==> src/rtl/line_raster_if.sv <==
// Line-descriptor input and pixel-output handshakes of line_raster.
// The slave modport is the rasteriser side; the master modport is the
// side that supplies lines and consumes pixels.
interface line_raster_if #(
  parameter int unsigned LINE_BITS = 7
);
  logic                   in_valid;
  logic                   in_ready;
  logic [4*LINE_BITS-1:0] in_line;
  logic                   in_thick;
  logic                   out_valid;
  logic                   out_ready;
  logic [LINE_BITS-1:0]   out_x;
  logic [LINE_BITS-1:0]   out_y;
  logic                   out_last;

  modport slave (
    input  in_valid, in_line, in_thick, out_ready,
    output in_ready, out_valid, out_x, out_y, out_last
  );

  modport master (
    output in_valid, in_line, in_thick, out_ready,
    input  in_ready, out_valid, out_x, out_y, out_last
  );
endinterface

==> src/rtl/line_raster.sv <==
// Bresenham line rasteriser: accepts one packed {x0,y0,x1,y1} line per
// handshake and streams every pixel on it (endpoints included) with
// valid/ready backpressure.
// Optional feature macro: LINE_RASTER_THICK_EN -- when defined, a line
// accepted with in_thick=1 emits a companion pixel after every main pixel,
// offset +1 on the minor axis (wrapping).
module line_raster #(
  parameter int unsigned LINE_BITS = 7
) (
  input  logic           clk,
  input  logic           reset,
  line_raster_if.slave   bus,
  output logic           busy
);

  localparam int unsigned ERR_W = LINE_BITS + 2;
  localparam int unsigned E2_W  = LINE_BITS + 3;
  localparam logic [LINE_BITS-1:0] ONE = LINE_BITS'(1);

  typedef enum logic [1:0] {
    IDLE,
    SETUP,
    DRAW
`ifdef LINE_RASTER_THICK_EN
    , THICK
`endif
  } state_t;

  state_t                       state_q, state_d;
  logic [4*LINE_BITS-1:0]       line_q, line_d;
  logic [LINE_BITS-1:0]         x_q, x_d;
  logic [LINE_BITS-1:0]         y_q, y_d;
  logic signed [ERR_W-1:0]      dx_q, dx_d;
  logic signed [ERR_W-1:0]      dy_q, dy_d;
  logic signed [ERR_W-1:0]      err_q, err_d;
  logic                         sx_neg_q, sx_neg_d;
  logic                         sy_neg_q, sy_neg_d;
  logic                         major_x_q, major_x_d;
`ifdef LINE_RASTER_THICK_EN
  logic                         thick_q, thick_d;
`else
  logic                         unused_thick;
  assign unused_thick = bus.in_thick;
`endif

  logic [LINE_BITS-1:0]         lx0, ly0, lx1, ly1;
  logic [LINE_BITS-1:0]         abs_dx, abs_dy;
  logic signed [E2_W-1:0]       e2, dx_e, dy_e;
  logic                         step_x, step_y;
  logic signed [ERR_W-1:0]      err_step;
  logic [LINE_BITS-1:0]         x_step, y_step;
  logic                         at_end;
  logic                         out_hs;

  assign lx0 = line_q[4*LINE_BITS-1 -: LINE_BITS];
  assign ly0 = line_q[3*LINE_BITS-1 -: LINE_BITS];
  assign lx1 = line_q[2*LINE_BITS-1 -: LINE_BITS];
  assign ly1 = line_q[LINE_BITS-1:0];

  assign bus.in_ready = (state_q == IDLE);
  assign busy         = (state_q != IDLE);
  assign at_end       = (x_q == lx1) && (y_q == ly1);
  assign out_hs       = bus.out_valid && bus.out_ready;

  // Bresenham step: both axis decisions use the pre-step error term
  always_comb begin
    abs_dx   = (lx1 >= lx0) ? (lx1 - lx0) : (lx0 - lx1);
    abs_dy   = (ly1 >= ly0) ? (ly1 - ly0) : (ly0 - ly1);
    e2       = {err_q, 1'b0};
    dx_e     = {dx_q[ERR_W-1], dx_q};
    dy_e     = {dy_q[ERR_W-1], dy_q};
    step_x   = (e2 >= dy_e);
    step_y   = (e2 <= dx_e);
    err_step = err_q + (step_x ? dy_q : '0) + (step_y ? dx_q : '0);
    x_step   = x_q;
    y_step   = y_q;
    if (step_x) x_step = sx_neg_q ? (x_q - ONE) : (x_q + ONE);
    if (step_y) y_step = sy_neg_q ? (y_q - ONE) : (y_q + ONE);
  end

  // Pixel outputs decoded from state; held while the pixel is stalled
  always_comb begin
    bus.out_valid = 1'b0;
    bus.out_x     = '0;
    bus.out_y     = '0;
    bus.out_last  = 1'b0;
    case (state_q)
      DRAW: begin
        bus.out_valid = 1'b1;
        bus.out_x     = x_q;
        bus.out_y     = y_q;
`ifdef LINE_RASTER_THICK_EN
        bus.out_last  = at_end && !thick_q;
`else
        bus.out_last  = at_end;
`endif
      end
`ifdef LINE_RASTER_THICK_EN
      THICK: begin
        bus.out_valid = 1'b1;
        bus.out_x     = major_x_q ? x_q : (x_q + ONE);
        bus.out_y     = major_x_q ? (y_q + ONE) : y_q;
        bus.out_last  = at_end;
      end
`endif
      default: ;
    endcase
  end

  // Next-state: capture, setup of Bresenham terms, pixel stepping
  always_comb begin
    state_d   = state_q;
    line_d    = line_q;
    x_d       = x_q;
    y_d       = y_q;
    dx_d      = dx_q;
    dy_d      = dy_q;
    err_d     = err_q;
    sx_neg_d  = sx_neg_q;
    sy_neg_d  = sy_neg_q;
    major_x_d = major_x_q;
`ifdef LINE_RASTER_THICK_EN
    thick_d   = thick_q;
`endif
    case (state_q)
      IDLE: begin
        if (bus.in_valid) begin
          line_d  = bus.in_line;
`ifdef LINE_RASTER_THICK_EN
          thick_d = bus.in_thick;
`endif
          state_d = SETUP;
        end
      end
      SETUP: begin
        x_d       = lx0;
        y_d       = ly0;
        dx_d      = {2'b00, abs_dx};
        dy_d      = '0 - {2'b00, abs_dy};
        err_d     = {2'b00, abs_dx} - {2'b00, abs_dy};
        sx_neg_d  = (lx1 < lx0);
        sy_neg_d  = (ly1 < ly0);
        major_x_d = (abs_dx >= abs_dy);
        state_d   = DRAW;
      end
      DRAW: begin
        if (out_hs) begin
`ifdef LINE_RASTER_THICK_EN
          if (thick_q) begin
            state_d = THICK;
          end else
`endif
          if (at_end) begin
            state_d = IDLE;
          end else begin
            x_d   = x_step;
            y_d   = y_step;
            err_d = err_step;
          end
        end
      end
`ifdef LINE_RASTER_THICK_EN
      // Stepping is deferred to the companion handshake so the main pixel
      // coordinates remain available for the companion offset.
      THICK: begin
        if (out_hs) begin
          if (at_end) begin
            state_d = IDLE;
          end else begin
            x_d     = x_step;
            y_d     = y_step;
            err_d   = err_step;
            state_d = DRAW;
          end
        end
      end
`endif
      default: state_d = IDLE;
    endcase
  end

  // State and datapath registers, cleared asynchronously
  always_ff @(posedge clk or posedge reset) begin
    if (reset) begin
      state_q   <= IDLE;
      line_q    <= '0;
      x_q       <= '0;
      y_q       <= '0;
      dx_q      <= '0;
      dy_q      <= '0;
      err_q     <= '0;
      sx_neg_q  <= 1'b0;
      sy_neg_q  <= 1'b0;
      major_x_q <= 1'b0;
`ifdef LINE_RASTER_THICK_EN
      thick_q   <= 1'b0;
`endif
    end else begin
      state_q   <= state_d;
      line_q    <= line_d;
      x_q       <= x_d;
      y_q       <= y_d;
      dx_q      <= dx_d;
      dy_q      <= dy_d;
      err_q     <= err_d;
      sx_neg_q  <= sx_neg_d;
      sy_neg_q  <= sy_neg_d;
      major_x_q <= major_x_d;
`ifdef LINE_RASTER_THICK_EN
      thick_q   <= thick_d;
`endif
    end
  end

endmodule
==> src/flat_wrapper.sv <==
// flat-port wrapper written by rule: the top's interface ports become plain ports
module line_raster_flat 
#(
  parameter int unsigned LINE_BITS = 7
)
  (clk, reset, busy, bus_in_valid, bus_in_line, bus_in_thick, bus_out_ready, bus_in_ready, bus_out_valid, bus_out_x, bus_out_y, bus_out_last);
  line_raster_if #(.LINE_BITS(LINE_BITS)) bus_i ();
  input  logic clk;
  input  logic reset;
  output logic busy;
  input wire logic [$bits(bus_i.in_valid)-1:0] bus_in_valid;
  input wire logic [$bits(bus_i.in_line)-1:0] bus_in_line;
  input wire logic [$bits(bus_i.in_thick)-1:0] bus_in_thick;
  input wire logic [$bits(bus_i.out_ready)-1:0] bus_out_ready;
  output wire logic [$bits(bus_i.in_ready)-1:0] bus_in_ready;
  output wire logic [$bits(bus_i.out_valid)-1:0] bus_out_valid;
  output wire logic [$bits(bus_i.out_x)-1:0] bus_out_x;
  output wire logic [$bits(bus_i.out_y)-1:0] bus_out_y;
  output wire logic [$bits(bus_i.out_last)-1:0] bus_out_last;
  assign bus_i.in_valid = bus_in_valid;
  assign bus_i.in_line = bus_in_line;
  assign bus_i.in_thick = bus_in_thick;
  assign bus_i.out_ready = bus_out_ready;
  assign bus_in_ready = bus_i.in_ready;
  assign bus_out_valid = bus_i.out_valid;
  assign bus_out_x = bus_i.out_x;
  assign bus_out_y = bus_i.out_y;
  assign bus_out_last = bus_i.out_last;
  line_raster #(.LINE_BITS(LINE_BITS)) u_core (.clk(clk), .reset(reset), .bus(bus_i), .busy(busy));
endmodule
==> config.mk <==
export PLATFORM = sky130hd
export DESIGN_NAME = line_raster_flat
export DESIGN_NICKNAME = d
export VERILOG_FILES = /design/src/rtl/line_raster_if.sv /design/src/rtl/line_raster.sv /design/src/flat_wrapper.sv
export SDC_FILE = /design/constraint.sdc
export NUM_CORES = 1
export LEC_CHECK = 0
export CAP_MARGIN = 20
export CORE_MARGIN = 4
export CORE_UTILIZATION = 40
export CTS_CLUSTER_DIAMETER = 100
export DETAILED_ROUTE_END_ITERATION = 16
export SETUP_SLACK_MARGIN = 0.2
export SLEW_MARGIN = 20
export SYNTH_ARGS = -nofsm -noshare
export SYNTH_HDL_FRONTEND = slang
export SYNTH_SLANG_ARGS = --single-unit
==> constraint.sdc <==
create_clock -name clk -period 8.1 [get_ports clk]
set_clock_uncertainty 0.15 [all_clocks]
set_input_delay 1.215 -clock clk [delete_from_list [all_inputs] [get_ports clk]]
set_output_delay 1.215 -clock clk [all_outputs]
set_load 0.02 [all_outputs]
Word level (Yosys, flattened, before mapping)
Index checks and enable logic that the tools add are counted.
{"block": "op_classes", "n_addsub": 12, "n_lt_le_gt_ge": 6, "eq_ne": 10, "mux": 25, "n_reduce_logical": 10}
{"cell": "$mux W7", "n": 13}
{"cell": "$pmux W7 S2", "n": 2}
{"cell": "$sub A7 B7 Y7", "n": 4}
{"cell": "$mux W9", "n": 3}
{"cell": "$add A9 B9 Y9", "n": 2}
{"cell": "$pmux W9 S2", "n": 1}
{"cell": "$add A7 B1 Y7 const B", "n": 2}
{"cell": "$eq A7 B7 Y1", "n": 2}
{"cell": "$ge A7 B7 Y1", "n": 2}
{"cell": "$lt A7 B7 Y1", "n": 2}
{"cell": "$sub A7 B1 Y7 const B", "n": 2}
{"cell": "$ge A10 B8 Y1", "n": 1}
{"cell": "$le A10 B8 Y1", "n": 1}
{"cell": "$ne A2 B1 Y1 const B", "n": 4}
{"cell": "$reduce_and A4 Y1", "n": 2}
{"cell": "$sub A1 B7 Y8 const A", "n": 1}
{"cell": "$sub A7 B7 Y8", "n": 1}
{"cell": "$mux W2", "n": 3}
{"cell": "$pmux W2 S3", "n": 1}
{"cell": "$reduce_and A3 Y1", "n": 2}
{"cell": "$ne A2 B2 Y1 const B", "n": 2}
{"cell": "$reduce_bool A2 Y1", "n": 2}
{"cell": "$eq A2 B1 Y1 const B", "n": 1}
{"cell": "$eq A2 B2 Y1 const B", "n": 1}
{"cell": "4 further kinds", "n": 6}
{"block": "word_totals", "regBits": 70, "input_bits": 33, "wordCells": 72}

Longest topological paths before layout
{"block": "logic_depth", "word_depth": 7, "depth_mapped": 21, "mapped_depth_nobuf": 21}

Least setup slack after synthesis
OpenSTA, ideal clock, no wires.
{"block": "synth_timing", "path_type": "register -> register", "from": "reg u_core.err_q[4]", "to": "reg u_core.err_q[8]", "setup_ns": 0.132, "arrival_time_ns": 3.689, "required_ns": 7.818, "path_slack_ns": 4.129, "stages_incl_launch_ff": 17, "n_path_buf": 0, "period_less_slack_ns": 3.971, "cell_sequence": "dfrtp_1 -> ha_1 -> and3_1 -> a221o_1 -> a221o_1 -> o2bb2ai_2 -> nand2_1 -> fa_1 -> inv_1 -> ha_1 -> a21o_1 -> a21oi_1 -> o21bai_1 -> a21oi_1 -> o21ai_0 -> nand3b_1 -> or3b_1"}
{"block": "synth_via", "elab_chain_len": 7, "elab_cells_between_ends": 9, "classes_between": "2 x add/sub; 2 x order compare; 5 x mux"}
{"item": "start: declaration", "line_no": "line_raster.sv:35", "rtl": "logic signed [ERR_W-1:0] err_q, err_d;"}
{"item": "start signal: assignment", "line_no": "line_raster.sv:205", "rtl": "err_q <= err_d;"}
{"item": "$ge A10 B8 Y1", "line_no": "line_raster.sv:72", "rtl": "step_x = (e2 >= dy_e);"}
{"item": "$mux W9", "line_no": "line_raster.sv:74", "rtl": "err_step = err_q + (step_x ? dy_q : '0) + (step_y ? dx_q : '0);"}
{"item": "$add A9 B9 Y9", "line_no": "line_raster.sv:74"}
{"item": "$add A9 B9 Y9 (*)", "line_no": "line_raster.sv:74"}
{"item": "$mux W9 (*)", "line_no": "line_raster.sv:153", "rtl": "if (at_end) begin"}
{"item": "$mux W9 (*)", "line_no": "line_raster.sv:147", "rtl": "if (out_hs) begin"}
{"item": "$pmux W9 S2 (*)", "line_no": "line_raster.sv:125", "rtl": "case (state_q)"}
Mark *: on every way between the ends. The rest lies on a longest branch, timed or not. The select of a mux whose other input is x is not followed.
A chain may end at the register's enable or synchronous reset.

Final worst setup path
{"block": "layout_timing", "from": "reg u_core.line_q[8]", "to": "reg u_core.err_q[8]"}
{"block": "layout_via", "elab_chain_len": 4, "elab_cells_between_ends": 10, "classes_between": "3 x add/sub; 1 x order compare; 2 x eq/ne; 2 x mux; 2 x reduce/logical"}
{"item": "start: declaration", "line_no": "line_raster.sv:30", "rtl": "logic [4*LINE_BITS-1:0] line_q, line_d;"}
{"item": "start signal: assignment", "line_no": "line_raster.sv:200", "rtl": "line_q <= line_d;"}
{"item": "$sub A7 B7 Y7 / $ge A7 B7 Y1 (equally long branches)", "line_no": "line_raster.sv:67", "rtl": "abs_dx = (lx1 >= lx0) ? (lx1 - lx0) : (lx0 - lx1);"}
{"item": "$mux W7 (*)", "line_no": "line_raster.sv:67"}
{"item": "net u_core.abs_dx[1]", "line_no": "line_raster.sv:47", "rtl": "logic [LINE_BITS-1:0] abs_dx, abs_dy;"}
{"item": "$sub A7 B7 Y8 (*)", "line_no": "line_raster.sv:140", "rtl": "err_d = {2'b00, abs_dx} - {2'b00, abs_dy};"}
{"item": "$pmux W9 S2 (*)", "line_no": "line_raster.sv:125"}
The timed path passes the listed nets; every way through them passes the cells marked *.

==> metrics.yaml <==
global_routing:
  grt_start_max_net_pins: 71
  grt_pass1_wl_um: 25700
  gr-total-overflow: 0
  global_route.usage.total: 0.192
  grt_antenna_before_repair: 0
  number_of_global_route_vias_before_repair: 5098
sta:
  final_hold_viol_count: 0
  max_clock_freq_ghz: 0.203
  timing.setup.tns_ns: 0
  finalMaxSlewViolations: 0
  slew-limit-headroom: 0.359
  tightest_slew_ns: 0.960
  post-route-min-period_ns: 4.94
  rsz0062_at_grt: "false"
  post-route-period-util: 0.610
  timing.hold.ws_ns: 0.352
  setup_viol_count_final: 0
synthesis:
  synth_enable_flop_cells: 0
  netlist_instances: 718
  synth.yosys.seq_area_share: 0.289
  synth_nets: 833
  ys_ff_latch: 70
  mappedNetlistArea_um2: 6060
  synth-main-ff-cell: "sky130_fd_sc_hd__dfrtp_1"
  synth_async_sr_flop_share: 1.00
  postSynthAreaPerCell_um2: 8.44
  post_synth_num_cell_types: 69
  yosys_warnings: 0
layout:
  layout.cells.most_common_list: "87 x sky130_fd_sc_hd__inv_1, 71 x sky130_fd_sc_hd__nand2_1, 70 x sky130_fd_sc_hd__dfrtp_1, 67 x sky130_fd_sc_hd__ha_1, 63 x sky130_fd_sc_hd__o21ai_0"
  fillerInstances: 1432
  areaGrowthSynthToFinish_pct: 15.4
  nNetsFinal: 872
  num_antenna_cells: 0
  layout_commonest_cell: "sky130_fd_sc_hd__inv_1"
  post_route_cells_drive_above_1_share: 0.0564
detailed_routing:
  route.detailed.drc: 0
  ant_nets: 0
  first_iter_violations: 268
  routed_wirelength_um: 15400
  route.detailed.vias_per_inst: 5.30
  drt_first_pass_iters: 5
  wl_cell_um: 16.3
  routed-via-count: 5010
critical_path:
  worstRegToRegCells: 19
  worstPathMaxFanout: 11
  r2r-end: "u_core.err_q[8]"
  worstPathArrival_ns: 5.00
  cp-end-kind: "register"
  required_ns: 8.17
  critPathKind: "register to register"
  r2r_start: "u_core.line_q[8]"
  setup.worst_path.start_class: "register"
  timing.reg2reg.setup_slack_ns: 3.16
cts:
  clock-sinks: 70
  cts-hold-fix-buffers: 0
  post_cts_repair_resize_count: 0
  worst_skew_pair.late_latency_ns: 0.35
  cts_root_buffer: "sky130_fd_sc_hd__clkbuf_16"
  h_tree_level_count: 3
  cts.reportedPaths.clkPinSlew_ns: 0.06
  clock_tree_from_tritoncts: "yes"
  number_of_post_cts_setup_repair_buffers: 0
  tritoncts.num_buffers: 9
  max-clock-path-buffers: 2
power_and_ir_drop:
  internal_power_w: 0.000664
  power.ir.vdd_worst_mv: 0.116
  power.static_leakage_nw: 3.31
  power.sequential.fraction: 0.420
  netSwitchingPower_w: 0.000232
  combinationalPowerShare: 0.144
  sw_frac_of_total: 0.259
  pwr_density_cell_nw_per_um2: 128
  part_of_the_power_in_the_clock_network: 0.436
placed_design:
  detailed_place_hpwl_um: 11800
  place.gp.congestion: 0.882
  port_buffers: 49
floorplanning:
  die_area_um2: 17200
  fp.coreArea_um2: 14700
  floorplan.io_pins: 51
  fp.dieW_um: 131
  die_h_um: 131
  rows: 44
  effective_utilization_at_floorplan: 0.412
min_path:
  timing.hold.worst_endpoint: "u_core.dy_q[0]"
  worstHoldPathCells: 2
  hold_path_startpoint: "u_core.dy_q[0]"
  hp-class: "register to register"
run_status:
  status: "finished, final reports clean"
job:
  max_capacitance_violation_count: 0
## power groups by stage
stage	logic [W]	registers, W	clock network [W]
after floorplan	0.0000777	0.000377	0
after global placement	0.000128	0.000383	0
after detailed placement	0.000130	0.000382	0
final	0.000129	0.000376	0.000390
after CTS	0.000131	0.000376	0.000401
after global routing	0.000142	0.000378	0.000419
## stage by stage
step                      worst slack [ns]  std cells  utilization  area, um2  total power, W
after floorplan                       4.13        718            -       6060        0.000455
after global placement                3.24        930        0.457       6710        0.000511
after detailed placement              3.19        930        0.457       6710        0.000512
after CTS                             3.17        946        0.476       6990        0.000909
after global routing                  2.74        946        0.476       6990        0.000939
final                                 3.16        946        0.476       6990        0.000896
## state kept, by name (all words and copies together) (netlist names)
signal,count
u_core.dy_q,8
u_core.x_q,7
u_core.dx_q,7
u_core.sx_neg_q,1
u_core.err_q,9
u_core.y_q,7
u_core.line_q,28
u_core.sy_neg_q,1
u_core.state_q,2
## worst max-delay path: stages (launching register included)
cell	delay, ns
sky130_fd_sc_hd__dfrtp_1	0.45
sky130_fd_sc_hd__inv_1	0.12
sky130_fd_sc_hd__ha_1	0.34
sky130_fd_sc_hd__nor2b_1	0.14
sky130_fd_sc_hd__o21ai_0	0.21
sky130_fd_sc_hd__a21oi_1	0.10
sky130_fd_sc_hd__o21ai_0	0.21
sky130_fd_sc_hd__a21oi_1	0.23
sky130_fd_sc_hd__nor2_1	0.64
sky130_fd_sc_hd__mux2i_1	0.41
sky130_fd_sc_hd__inv_1	0.08
sky130_fd_sc_hd__ha_1	0.27
sky130_fd_sc_hd__nor2b_1	0.13
sky130_fd_sc_hd__o21ai_0	0.09
sky130_fd_sc_hd__nand2b_1	0.13
sky130_fd_sc_hd__a21o_1	0.13
sky130_fd_sc_hd__a21o_1	0.15
sky130_fd_sc_hd__a31oi_1	0.16
sky130_fd_sc_hd__mux2_2	0.31
sky130_fd_sc_hd__or3b_1	0.37
## synth_stat cells, types with 6 or more instances
library cell	number	area share
sky130_fd_sc_hd__fa_1	15	0.050
sky130_fd_sc_hd__clkbuf_1	16	0.0099
sky130_fd_sc_hd__a21o_1	14	0.017
sky130_fd_sc_hd__dfrtp_1	70	0.29
sky130_fd_sc_hd__o21ai_0	63	0.052
sky130_fd_sc_hd__inv_1	88	0.055
sky130_fd_sc_hd__and3_1	8	0.0083
sky130_fd_sc_hd__mux2i_1	6	0.0099
sky130_fd_sc_hd__xor2_1	22	0.032
sky130_fd_sc_hd__nand4_1	6	0.0062
sky130_fd_sc_hd__nor3_1	11	0.0091
sky130_fd_sc_hd__and2_1	15	0.015
sky130_fd_sc_hd__nor2b_1	10	0.010
sky130_fd_sc_hd__xnor2_1	21	0.030
sky130_fd_sc_hd__o21bai_1	8	0.0099
sky130_fd_sc_hd__nand3_1	8	0.0066
sky130_fd_sc_hd__ha_1	67	0.14
sky130_fd_sc_hd__nand2b_1	8	0.0083
sky130_fd_sc_hd__nor4_1	7	0.0072
sky130_fd_sc_hd__nor2_1	43	0.027
sky130_fd_sc_hd__o211ai_1	8	0.0099
sky130_fd_sc_hd__a21oi_1	51	0.042
sky130_fd_sc_hd__nand2_1	71	0.044
## worst max-delay path by stage
stage / from / slack (ns) / end
2_1_floorplan: u_core.err_q[4] / 4.13 / u_core.err_q[8]
3_3_place_gp: u_core.line_q[8] / 3.24 / u_core.err_q[8]
3_5_place_dp: u_core.line_q[8] / 3.19 / u_core.err_q[8]
4_1_cts: u_core.line_q[8] / 3.17 / u_core.err_q[8]
5_1_grt: u_core.line_q[8] / 2.74 / u_core.err_q[8]
6_report: u_core.line_q[8] / 3.16 / u_core.err_q[8]
## layer usage
layer	vias to the layer above	GRT usage	wire, um
li1	2522	-	-
met1	2359	0.258	7360
met2	111	0.311	7160
met3	18	0.0357	608
met4	0	0.0665	285
met5	-	0	0
## cells by family after synthesis
family	after synthesis	share of synthesized area
multiplexers	12	0.0217
flip-flops	70	0.289
XOR/XNOR	43	0.0621
adder cells (fa/ha/maj)	82	0.188
AO/OA/AOI/OAI	186	0.191
buffers and inverters	115	0.0733
AND/OR/NAND/NOR	210	0.175
## layout make-up
class	instances	area, um2	share of cell area
timing repair buffer	54	528	0.0755
clock inverter	4	47.5	0.00680
tap	184	230	0.0329
sequential	70	1750	0.250
multi-input combinational	533	3870	0.553
inverter	89	334	0.0478
clock buffer	12	236	0.0338
Note: power is estimated with default switching activity, not from simulation.
